==> src/rtl/audio_level_meter_pkg.sv <==
// Shared types for the LED frame path: arbiter FSM states, requester encodings
// and the round-robin grant rule.
package audio_level_meter_pkg;

    typedef enum logic [1:0] {
        IDLE   = 2'd0,
        ACCEPT = 2'd1,
        SEND   = 2'd2
    } arb_state_t;

    localparam logic SRC_METER   = 1'b0;
    localparam logic SRC_OVERLAY = 1'b1;

    // A lone eligible requester wins; on a tie the one not served last wins.
    function automatic logic pick_grant(input logic [1:0] eligible, input logic last_grant);
        if (eligible == 2'b11) begin
            return ~last_grant;
        end
        return eligible[1] ? SRC_OVERLAY : SRC_METER;
    endfunction

endpackage

==> src/rtl/frame_interval_timer.sv <==
// Loadable down-counter that enforces the minimum spacing between frame
// captures; expired while the count is zero.
module frame_interval_timer #(
    parameter int frame_interval = 441
) (
    input  logic clk,
    input  logic reset,
    input  logic load,
    output logic expired
);

    localparam int tw = (frame_interval < 2) ? 1 : $clog2(frame_interval + 1);
    localparam logic [tw-1:0] load_value = tw'(frame_interval - 1);

    logic [tw-1:0] count;

    always_ff @(posedge clk or posedge reset) begin
        if (reset) begin
            count <= '0;
        end else if (load) begin
            count <= load_value;
        end else if (count != '0) begin
            count <= count - tw'(1);
        end
    end

    assign expired = (count == '0);

endmodule

==> src/rtl/led_frame_arbiter.sv <==
// Shares the STP16CPC26 driver chain between the meter and overlay frame
// sources, rate-limiting frame captures with frame_interval_timer.
module led_frame_arbiter
    import audio_level_meter_pkg::*;
#(
    parameter int width          = 64,
    parameter int frame_interval = 441
) (
    input  logic             clk,
    input  logic             reset,
    input  logic [1:0]       i_valid,
    output logic [1:0]       i_ready,
    input  logic [width-1:0] i_data0,
    input  logic [width-1:0] i_data1,
    input  logic             override,
    output logic             o_valid,
    input  logic             o_ready,
    output logic [width-1:0] o_data,
    output logic             o_source,
    output logic [1:0]       fsm_state
);

    // Handshakes: a transfer happens on a cycle where valid and ready are both
    // high; valid is held with stable data until then, and ready/valid driven
    // here depend only on registered state.
    arb_state_t       state, state_next;
    logic             grant, grant_next;
    logic             last_grant;
    logic             capture;
    logic             expired;
    logic [1:0]       eligible;
    logic [width-1:0] frame_q;
    logic             source_q;

    always_ff @(posedge clk or posedge reset) begin
        if (reset) begin
            state <= IDLE;
            grant <= SRC_METER;
        end else begin
            state <= state_next;
            grant <= grant_next;
        end
    end

    always_comb begin
        state_next = state;
        grant_next = grant;
        capture    = 1'b0;
        eligible   = i_valid & (override ? 2'b10 : 2'b11);
        case (state)
            IDLE: begin
                if ((eligible != 2'b00) && expired) begin
                    grant_next = pick_grant(eligible, last_grant);
                    state_next = ACCEPT;
                end
            end
            ACCEPT: begin
                if (i_valid[grant]) begin
                    capture    = 1'b1;
                    state_next = SEND;
                end
            end
            SEND: begin
                if (o_ready) begin
                    state_next = IDLE;
                end
            end
            default: state_next = IDLE;
        endcase
    end

    always_ff @(posedge clk or posedge reset) begin
        if (reset) begin
            frame_q    <= '0;
            source_q   <= SRC_METER;
            last_grant <= SRC_OVERLAY;
        end else if (capture) begin
            frame_q    <= grant ? i_data1 : i_data0;
            source_q   <= grant;
            last_grant <= grant;
        end
    end

    frame_interval_timer #(
        .frame_interval(frame_interval)
    ) u_timer (
        .clk    (clk),
        .reset  (reset),
        .load   (capture),
        .expired(expired)
    );

    assign i_ready   = (state == ACCEPT) ? (grant ? 2'b10 : 2'b01) : 2'b00;
    assign o_valid   = (state == SEND);
    assign o_data    = frame_q;
    assign o_source  = source_q;
    assign fsm_state = state;

endmodule

==> config.mk <==
export PLATFORM = sky130hd
export DESIGN_NAME = led_frame_arbiter
export DESIGN_NICKNAME = d
export VERILOG_FILES = /design/src/rtl/audio_level_meter_pkg.sv /design/src/rtl/frame_interval_timer.sv /design/src/rtl/led_frame_arbiter.sv
export SDC_FILE = /design/constraint.sdc
export NUM_CORES = 1
export LEC_CHECK = 0
export ABC_CLOCK_PERIOD_IN_PS = 2560
export CAP_MARGIN = 20
export CELL_PAD_IN_SITES_DETAIL_PLACEMENT = 0
export CELL_PAD_IN_SITES_GLOBAL_PLACEMENT = 1
export CORE_UTILIZATION = 29
export DETAILED_ROUTE_END_ITERATION = 7
export PLACE_DENSITY_LB_ADDON = 0.08
export SLEW_MARGIN = 20
export SYNTH_ARGS = -nofsm -noshare
export SYNTH_HDL_FRONTEND = slang
export SYNTH_HIERARCHICAL = 1
export SYNTH_SLANG_ARGS = --single-unit
export TNS_END_PERCENT = 30
==> constraint.sdc <==
create_clock -name clk -period 2.56 [get_ports clk]
set_input_delay 0.256 -clock clk [delete_from_list [all_inputs] [get_ports clk]]
set_output_delay 0.256 -clock clk [all_outputs]
set_load 0.03 [all_outputs]
### After elaboration in Yosys (flattened, before gate mapping)

Cells that the tools add are included.

| word-level totals | value |
|---|---|
| bits in registers | 78 |
| output and inout port bits | 70 |
| logic and storage cells | 44 |

| operators by class | value |
|---|---|
| add/sub/neg operators | 1 |
| magnitude comparators | 1 |
| equal/unequal tests | 6 |
| multiplexer cells | 20 |
| bitwise logic cells | 2 |
| reduce and logical (&&, ||, !) cells | 8 |

Operators with widths:

| kind | number |
|---|---|
| $mux 64 | 1 |
| $mux 9 | 2 |
| $mux 1 | 11 |
| $mux 2 | 5 |
| $logic_not 9->1 | 1 |
| $reduce_bool 9->1 | 1 |
| $sub 9x1->9 const B | 1 |
| $pmux 2 s3 | 1 |
| $eq 2x2->1 const B | 2 |
| $ne 2x2->1 const B | 2 |
| $reduce_bool 2->1 | 2 |
| $reduce_and 3->1 | 1 |
| $and 2x2->2 | 1 |
| $eq 2x1->1 const B | 1 |
| $logic_not 2->1 | 1 |
| $lt 1x2->1 const B | 1 |
| $ne 2x1->1 const B | 1 |
| $reduce_and 2->1 | 1 |
| $logic_and 1x1->1 | 1 |
| $not 1->1 | 1 |

### Logic depth before layout (Yosys ltp)

Gate-level depths: netlist of the first run.

| logic depth | value |
|---|---|
| word-level depth | 7 |
| mapped depth | 7 |

### By module

Netlist of the first run, hierarchy kept.

Modules (own cells, without submodules):

| module | instances | cells each | area an instance (um^2) | seq. area each (um^2) |
|---|---|---|---|---|
| led_frame_arbiter | 1 | 315 | 3479.6 | 1727.9 |
| frame_interval_timer | 1 | 47 | 476.7 | 225.2 |

### Least setup slack after synthesis of the first run

OpenSTA, ideal clock, no wires.

| path | value |
|---|---|
| path kind | flip-flop to flip-flop |
| start point | register u_timer.count[0] |
| end point | register grant |
| setup time | 0.122 ns |
| arrival | 1.883 ns |
| required time | 2.438 ns |
| path slack | 0.555 ns |
| cell stages (with the launch flop) | 8 |
| cell sequence | dfrtp_1 > inv_1 > ha_1 > or3b_2 > nor3_4 > nor3b_1 > nand2_1 > a32o_1 |

| on the way | value |
|---|---|
| longest elaborated chain between the ends | 3 |

Ends and longest elaborated chain:

| element | line | text |
|---|---|---|
| from (decl) | frame_interval_timer.sv:15 | `logic [tw-1:0] count;` |
| from (signal assigned) | frame_interval_timer.sv:21 | `count <= load_value;` |
| from (signal assigned) | frame_interval_timer.sv:23 | `count <= count - tw'(1);` |
| $logic_not 9->1 | frame_interval_timer.sv:27 | `assign expired = (count == '0);` |
| via expired | led_frame_arbiter.sv:30 | `logic expired;` |
| $logic_and 1x1->1 | led_frame_arbiter.sv:52 | `if ((eligible != 2'b00) && expired) begin` |
| $reduce_and 2->1 (no source line) | -- |  |
| to (signal assigned) | led_frame_arbiter.sv:41 | `grant <= grant_next;` |
| to (decl) | led_frame_arbiter.sv:27 | `logic grant, grant_next;` |

The timed path passes the listed nets, and every way through them passes these cells.
A chain may end at the register's enable or synchronous reset.

### Final worst setup path of the first run

Ends and elaborated chain as after synthesis.

==> flow_summary.json, run 1 <==
{
  "outcome": "complete, no violations",
  "busiest_layer": "met2",
  "grt_max_degree": 43,
  "ir_drop_uv": 308,
  "cp_max_fo": 7,
  "dp.cells": 722,
  "io_pins": 204,
  "cts_resized": 0,
  "fin_ws_ps": 360,
  "synthTopCellsByCount": "94 x a21oi_1, 77 x dfrtp_1, 65 x mux2i_1",
  "die_w_um": 119,
  "clkSinkCount": 78,
  "antenna_found_initial": 0,
  "ant_nets": 0,
  "via_count": 3449,
  "synth_edf_count": 0,
  "netlist_top_cells_area": "dfrtp_1 49%, mux2i_1 16%, a21oi_1 12%, a21oi_2 8.9%, buf_2 2.4%",
  "port_buffers": 203,
  "cts_buffers": 9,
  "syn-cell-area_um2": 3960,
  "synthesis.nets": 497,
  "r2r_slack_ps": 360,
  "grt_pass1_vias": 3596,
  "cp_top_family": "simple AND/OR/NAND/NOR gates",
  "met2_usage_pct": 27.9,
  "wl_per_cell_um": 15.6,
  "layout_min_cycle_time_ps": 2200,
  "timing.rr.start": "u_timer/count[0]",
  "place_ws_ps": 383,
  "crit_path_end_kind": "flop",
  "diodes": 0,
  "avgSynthCellArea_um2": 10.9,
  "clkTransAtPathRegs_ps": 60,
  "use_met3_pct": 6.85,
  "yosysTopAreaCell": "dfrtp_1",
  "yosys_warnings": 6,
  "synthCells": 362,
  "die_y_um": 119,
  "cp.required_ps": 2780,
  "cp_cell_sequence": "inv_1 > ha_1 > or3b_2 > nor3_4 > nor3b_1 > nand2_1 > a32o_1",
  "r2r_end": "grant",
  "crit_path_top_delay_cell": "or3b_2",
  "cp-start-kind": "flop",
  "synth-seq-area-share_pct": 49.4,
  "hpwl_um": 8230,
  "critical_path.max_stage_delay_ps": 510,
  "fp.coreArea_um2": 13300,
  "fin_crit_sh_pct": 85.9,
  "synthArstFlopShare_pct": 100,
  "rsz0062_at_grt": "no",
  "cts.path.max_buffers": 2,
  "wirelength_um": 11500,
  "arrival_ps": 2420,
  "drc": 0,
  "hold_buffers": 0,
  "viasPerCell": 4.69,
  "p_leak_nw": 2.43,
  "grt_pass1_wl_um": 18400,
  "skew_ps": 5.08,
  "gp_congestion": 0.749,
  "drive_gt1_share_pct": 13.6,
  "post_cts_buffers": 0,
  "design_area_um2": 6410,
  "cts_tree": "done",
  "num-fill-cells": 1255,
  "max_freq_ghz": 0.455,
  "crit_buf_inv": 1,
  "fin_cells": 736,
  "nNetsFinal": 692,
  "clock_latency_ps": 330,
  "finalHoldViolCount": 0,
  "yosys.cell_count.top_type": "a21oi_1",
  "setup_viol": 0,
  "cap_viol_max_count": 0,
  "ff2ff_path_depth": 7,
  "gr-total-overflow": 0,
  "dr.first_iter.drc_count": 119,
  "powerDensity_nw_per_um2": 768,
  "tightest_slew_ps": 559,
  "place_area_um2": 6140,
  "die_area_um2": 14100,
  "yosysTopAreaCellShare_pct": 48.7,
  "hold_slack_ps": 263,
  "fp-row-count": 42,
  "areaGrowthSynthToFinish_pct": 62.1,
  "clock-root-buffer": "clkbuf_16",
  "start_util_pct": 29.8,
  "synth-main-ff-cell": "dfrtp_1",
  "critPathKind": "flop to flop",
  "firstDrtPassIters": 4,
  "maxSlewViolCount": 0,
  "fin_tns_setup_ps": 0,
  "grt_util_met1_pct": 19.7,
  "synth_cell_types": 38,
  "hp-class": "primary input to async pin",
  "htree_levels": 3,
  "ys_ff_latch": 78,
  "track_usage_pct": 16.8,
  "relSlewSlack_pct": 62.7
}
[registers in the layout, summed over array words and instances (netlist names)]
name,flops
o_data,64
u_timer/count,9
fsm_state,2
last_grant,1
grant,1
o_source,1
[worst register-to-register path, stage by stage, from the launching register on]
cell and delay [ps]:
dfrtp_1 370, inv_1 80, ha_1 210, or3b_2 510, nor3_4 260, nor3b_1 350, nand2_1 100, a32o_1 210
[cells by family after synthesis]
group                      after synthesis  share of synthesized area [%]
xor gates and xnor gates                 2                          0.443
DFF                                     78                           49.4
AOI/OAI and AO/OA                      145                           22.5
muxes                                   68                           17.4
and+or+nand+nor                         31                           4.78
buffers and inverters                   37                           5.19
adders and majority gates                1                          0.316
[through the flow]
stage               util [%]  power, mW
detailed placement      46.2       3.74
CTS                     48.2       5.00
global placement        46.2       3.71
floorplan                  -       2.88
global route            48.2       5.21
finish                  48.2       4.92
[layer usage]
layer / wire [µm] / part of all wire (%)
met2: 5410 / 47
met1: 4840 / 42
met5: 0 / 0
met3: 1130 / 9.8
met4: 85 / 0.74
[power by group]
part / internal [mW] / total (mW) / switching (mW)
combinational: 0.913 / 1.97 / 1.06
clock: 0.744 / 1.22 / 0.479
sequential: 1.54 / 1.73 / 0.194
[how the worst max path moves through the flow]
| stage | start | end | slack (ps) | depth (start not counted) |
|---|---|---|---|---|
| after floorplan | u_timer/count[0] | grant | 560 | 7 |
| after global placement | u_timer/count[0] | grant | 430 | 7 |
| after detailed placement | u_timer/count[0] | grant | 380 | 7 |
| after CTS | u_timer/count[0] | grant | 350 | 7 |
| after global routing | u_timer/count[0] | grant | 260 | 7 |
| final | u_timer/count[0] | grant | 360 | 7 |
[cell type report]
type | instances | area [µm²] | share of cell area [%]
well taps | 176 | 220 | 3.43
repair buffers | 216 | 2140 | 33.4
multi-input cells | 247 | 1810 | 28.1
flip-flops and latches | 78 | 1960 | 30.5
clock inverters | 2 | 35.0 | 0.546
clock buffers | 12 | 236 | 3.69
inverters | 5 | 18.8 | 0.293
[cells in the final DEF, fill, tap and decap left out, drive strengths merged, types with 2 or more instances in the layout]
master,count
clkdlybuf4s50,203
a21oi,134
dfrtp,77
mux2i,65
buf,13
clkbuf,12
nor2,9
o21ai,6
inv,5
nor2b,4
mux2,3
or3,3
nand2b,2
nor3b,2
nand2,2
and2,2
nor3,2
Power figures use the tool's default switching activity.
==> run 2: changes to the inputs <==
ABC_CLOCK_PERIOD_IN_PS = 2300   (was 2560)
CORE_UTILIZATION = 28   (was 29)
SYNTH_HIERARCHICAL = not set   (was 1)
clock period = 2.3 ns   (was 2.56 ns; I/O delays follow)
==> flow_summary.json, run 2 <==
{
  "critical_path.max_stage_delay_ps": 460,
  "skew_ps": 3.19,
  "areaGrowthSynthToFinish_pct": 70.7,
  "synthesis.nets": 483,
  "arrival_ps": 2400,
  "cp_max_fo": 4,
  "firstDrtPassIters": 4,
  "p_leak_nw": 2.61,
  "final_cell_mix": "202 x clkdlybuf4s50_1, 76 x dfrtp_1, 66 x o21ai_0",
  "num-fill-cells": 1213,
  "utilization_pct": 48.9,
  "clkSinkCount": 78,
  "r2r_end": "grant",
  "hp-class": "primary input to async pin",
  "start_util_pct": 28.7,
  "yosysTopAreaCellShare_pct": 53.5,
  "cp_top_family": "simple AND/OR/NAND/NOR gates",
  "port_buffers": 203,
  "relSlewSlack_pct": 63.6,
  "ir_drop_uv": 304,
  "avgSynthCellArea_um2": 10.4,
  "cap_viol_max_count": 0,
  "max_freq_ghz": 0.456,
  "hpwl_um": 7540,
  "hold_slack_ps": 94.7,
  "cp.required_ps": 2510,
  "drc": 0,
  "ff2ff_path_depth": 6,
  "finalHoldViolCount": 0,
  "synthArstFlopShare_pct": 100,
  "fp-row-count": 41,
  "gr-total-overflow": 0,
  "viasPerCell": 4.32,
  "post_cts_buffers": 0,
  "grt_pass1_vias": 2948,
  "synthCells": 348,
  "critPathKind": "flop to flop",
  "cp_cell_sequence": "inv_1 > ha_1 > or3b_2 > or3_1 > nor4_4 > mux2_1",
  "wirelength_um": 9640,
  "place_area_um2": 5880,
  "cts_resized": 0,
  "drive_gt1_share_pct": 5.27,
  "fin_tns_setup_ps": 0,
  "synth_cell_types": 35,
  "p_total_mw": 4.12,
  "via_count": 3116,
  "die_y_um": 115,
  "timing.rr.start": "u_timer.count[0]",
  "place_ws_ps": 108,
  "r2r_slack_ps": 110,
  "fin_ws_ps": 106,
  "design_area_um2": 6150,
  "grt_max_degree": 90,
  "synth-seq-area-share_pct": 54.2,
  "crit_path_top_delay_cell": "or3b_2",
  "hold_buffers": 0,
  "diodes": 0,
  "synthTopCellsByCount": "77 x dfrtp_1, 66 x o21ai_0, 65 x mux2i_1, 65 x nand2_1, 21 x clkbuf_1",
  "tightest_slew_ps": 546,
  "die_w_um": 115,
  "yosys_warnings": 0,
  "fin_cells": 722,
  "synth_edf_count": 0,
  "wl_per_cell_um": 13.4,
  "cts.path.max_buffers": 2,
  "netlist_top_cells_area": "dfrtp_1 53%, mux2i_1 18%, o21ai_0 9.2%, nand2_1 6.8%, clkbuf_1 2.2%",
  "ant_nets": 0,
  "gp_congestion": 0.740,
  "cts_tree": "done",
  "dp.cells": 707,
  "clkTransAtPathRegs_ps": 60,
  "maxSlewViolCount": 0,
  "rsz0062_at_grt": "no",
  "cts_buffers": 9,
  "die_area_um2": 13300,
  "fp.coreArea_um2": 12600,
  "io_pins": 204,
  "grt_pass1_wl_um": 14700,
  "dr.first_iter.drc_count": 71,
  "final_common_cell": "clkdlybuf4s50_1",
  "nNetsFinal": 681,
  "syn-cell-area_um2": 3600,
  "synth-main-ff-cell": "dfrtp_1",
  "multi_input_area_um2": 1550,
  "clock-root-buffer": "clkbuf_16",
  "setup_viol": 0,
  "antenna_found_initial": 0,
  "outcome": "complete, no violations",
  "fin_crit_sh_pct": 95.4,
  "yosysTopAreaCell": "dfrtp_1",
  "powerDensity_nw_per_um2": 670,
  "regArea_um2": 1960,
  "largest_reg_flops": 64,
  "layout_min_cycle_time_ps": 2190,
  "crit_buf_inv": 1,
  "cp-start-kind": "flop",
  "crit_path_end_kind": "flop",
  "track_usage_pct": 14.7,
  "ys_ff_latch": 78,
  "htree_levels": 3,
  "yosys.cell_count.top_type": "dfrtp_1",
  "clock_latency_ps": 330
}
## run 2: cell types whose count changed after synthesis, sizes merged, moves of 3 or more
cell,change
a21oi,-133
nand2,+63
o21ai,+60
buf,-21
clkbuf,+14
o31ai,+3
## run 2: worst max-delay path by stage
| stage | startpoint | to | cells past startpoint |
|---|---|---|---|
| finish | u_timer.count[0] | grant | 6 |
| global route | u_timer.count[1] | grant | 6 |
| CTS | u_timer.count[0] | grant | 6 |
| detailed placement | u_timer.count[0] | grant | 6 |
| global placement | u_timer.count[0] | grant | 6 |
| floorplan | u_timer.count[0] | grant | 7 |
## run 2: report_power, final
group	switching, mW	internal, mW	leakage [nW]
registers	0.140	1.56	1.03
logic	0.539	0.594	1.44
clock network	0.513	0.783	0.133
total	1.19	2.93	2.61
## run 2: logic make-up (layout without fill, tap and decap cells)
family          Yosys count  in the layout  share of synthesized area [%]
simple gates             92             92                           11.3
fa+ha+maj                 1              1                          0.347
xor+xnor                  2              2                          0.486
mux                      67             67                           18.7
flops                    78             78                           54.2
compound gates           79             79                           11.9
buf+inv                  29            231                           3.09
## run 2: layout make-up
class | count | share of cell area, %
Timing Repair Buffer | 212 | 34.9
Sequential cell | 78 | 31.8
Multi-Input combinational cell | 241 | 25.2
Clock buffer | 14 | 4.29
Tap cell | 172 | 3.50
Inverter | 4 | 0.264
Clock inverter | 1 | 0.0814
## run 2: metal layers
metal	track usage, %	share of wire [%]	up-vias
met5	0	0	-
met4	6.23	1.4	0
met3	6.01	11	9
met2	23.7	47	127
met1	17.2	41	1387
li1	-	-	1593
==> run 3: changes to the inputs <==
ABC_AREA = 1   (was not set)
CORE_UTILIZATION = 27   (was 28)
==> flow_summary.json, run 3 <==
{
  "outcome": "complete, no violations",
  "cts.path.max_buffers": 2,
  "ant_nets": 0,
  "start_util_pct": 28.0,
  "ir_drop_uv": 510,
  "yosysTopAreaCell": "dfrtp_1",
  "wirelength_um": 11900,
  "netlist_top_cells_area": "dfrtp_1 51%, nor2_1 15%, o31ai_1 11%, nand2_1 9.7%, o31ai_2 3.3%",
  "max_freq_ghz": 0.460,
  "critical_path.max_stage_delay_ps": 730,
  "nNetsFinal": 790,
  "port_buffers": 203,
  "hpwl_um": 8650,
  "synth_edf_count": 0,
  "final_common_cell": "clkdlybuf4s50_1",
  "drive_gt1_share_pct": 6.36,
  "gp_congestion": 0.737,
  "tightest_slew_ps": 492,
  "multi_input_area_um2": 1590,
  "die_area_um2": 14400,
  "die_y_um": 120,
  "clock-root-buffer": "clkbuf_16",
  "layout_min_cycle_time_ps": 2170,
  "ys_ff_latch": 78,
  "crit_path_end_kind": "primary output",
  "place_ws_ps": 443,
  "grt_max_degree": 69,
  "areaGrowthSynthToFinish_pct": 66.2,
  "final_cell_mix": "203 x clkdlybuf4s50_1, 148 x nor2_1, 97 x nand2_1",
  "clkTransAtPathRegs_ps": 60,
  "cp_max_fo": 4,
  "hold_slack_ps": 231,
  "yosys_warnings": 0,
  "synthCells": 460,
  "drc": 0,
  "synthArstFlopShare_pct": 100,
  "num-fill-cells": 1347,
  "firstDrtPassIters": 5,
  "clkSinkCount": 78,
  "dr.first_iter.drc_count": 134,
  "clock_latency_ps": 330,
  "viasPerCell": 4.45,
  "crit_path_top_delay_cell": "clkdlybuf4s50_1",
  "powerDensity_nw_per_um2": 640,
  "htree_levels": 3,
  "track_usage_pct": 16.7,
  "fin_crit_sh_pct": 94.4,
  "cap_viol_max_count": 0,
  "rsz0062_at_grt": "no",
  "arrival_ps": 1940,
  "synthesis.nets": 595,
  "cp.required_ps": 2070,
  "post_cts_buffers": 0,
  "synth-main-ff-cell": "dfrtp_1",
  "critPathKind": "flop to primary output",
  "cp-start-kind": "flop",
  "dp.cells": 820,
  "hold_buffers": 0,
  "antenna_found_initial": 0,
  "regArea_um2": 1950,
  "grt_pass1_wl_um": 18500,
  "hp-class": "primary input to async pin",
  "yosysTopAreaCellShare_pct": 51.1,
  "io_pins": 204,
  "die_w_um": 120,
  "synth-seq-area-share_pct": 51.8,
  "largest_reg_flops": 64,
  "fp.coreArea_um2": 13500,
  "cp-startpoint": "fsm_state[0]",
  "p_total_mw": 4.01,
  "finalHoldViolCount": 0,
  "skew_ps": 3.70,
  "setup_viol": 0,
  "design_area_um2": 6260,
  "cts_buffers": 9,
  "cts_resized": 0,
  "maxSlewViolCount": 0,
  "place_area_um2": 6000,
  "utilization_pct": 46.6,
  "timing.rr.start": "u_timer.count[0]",
  "relSlewSlack_pct": 67.2,
  "syn-cell-area_um2": 3770,
  "wl_per_cell_um": 14.2,
  "grt_pass1_vias": 3681,
  "fin_cells": 836,
  "via_count": 3717,
  "cp_cell_sequence": "inv_1 > nor2_2 > inv_2 > nor2_1 > clkdlybuf4s50_1",
  "fin_ws_ps": 128,
  "cts_tree": "done",
  "synthTopCellsByCount": "148 x nor2_1, 97 x nand2_1, 77 x dfrtp_1",
  "fp-row-count": 42,
  "avgSynthCellArea_um2": 8.19,
  "diodes": 0,
  "fin_tns_setup_ps": 0,
  "synth_cell_types": 22,
  "yosys.cell_count.top_type": "nor2_1",
  "gr-total-overflow": 0,
  "p_leak_nw": 2.82
}
[run 3: area by class of cell]
type	count	area share [%]
tap	176	3.52
clock buffer	15	4.11
inverter	20	1.22
clock inverter	1	0.0799
timing repair buffer	213	34.4
sequential	78	31.2
multi-input combinational	333	25.4
[run 3: layer usage]
layer	vias up	track usage, %	part of all wire (%)
li1	1886	-	-
met1	1698	19.4	41
met2	127	28.4	50
met3	6	7.18	8.9
met4	0	3.75	0.51
met5	-	0	0
[run 3: worst paths after layout]
| kind | cells past startpoint | to | slack (ps) |
|---|---|---|---|
| min in group clk | 2 | fsm_state[1] | 450 |
| max in group asynchronous | 3 | o_data[29] | 1500 |
| max | 5 | i_ready[1] | 130 |
| max reg2reg | 9 | u_timer.count[3] | 650 |
| min reg2reg | 2 | u_timer.count[0] | 470 |
| min | 2 | o_data[3] | 230 |
[run 3: power breakdown]
group / switching [mW] / internal [mW]
Combinational: 0.561 / 0.528
Clock: 0.520 / 0.760
Sequential: 0.106 / 1.54
[run 3: logic make-up after synthesis]
| kind of cell | Yosys count | synth area share [%] |
|---|---|---|
| and+or+nand+nor | 262 | 26.8 |
| DFF | 78 | 51.8 |
| AOI/OAI and AO/OA | 69 | 14.8 |
| buffers and inverters | 49 | 6.01 |
| xor gates and xnor gates | 1 | 0.232 |
| adders and majority gates | 1 | 0.332 |
[run 3: worst max-delay path: cells and delay by family, from the launching register on]
family                 cells  cell delay, ps
flip-flops                 1             410
AND/OR/NAND/NOR            2             320
buffers and inverters      3             880
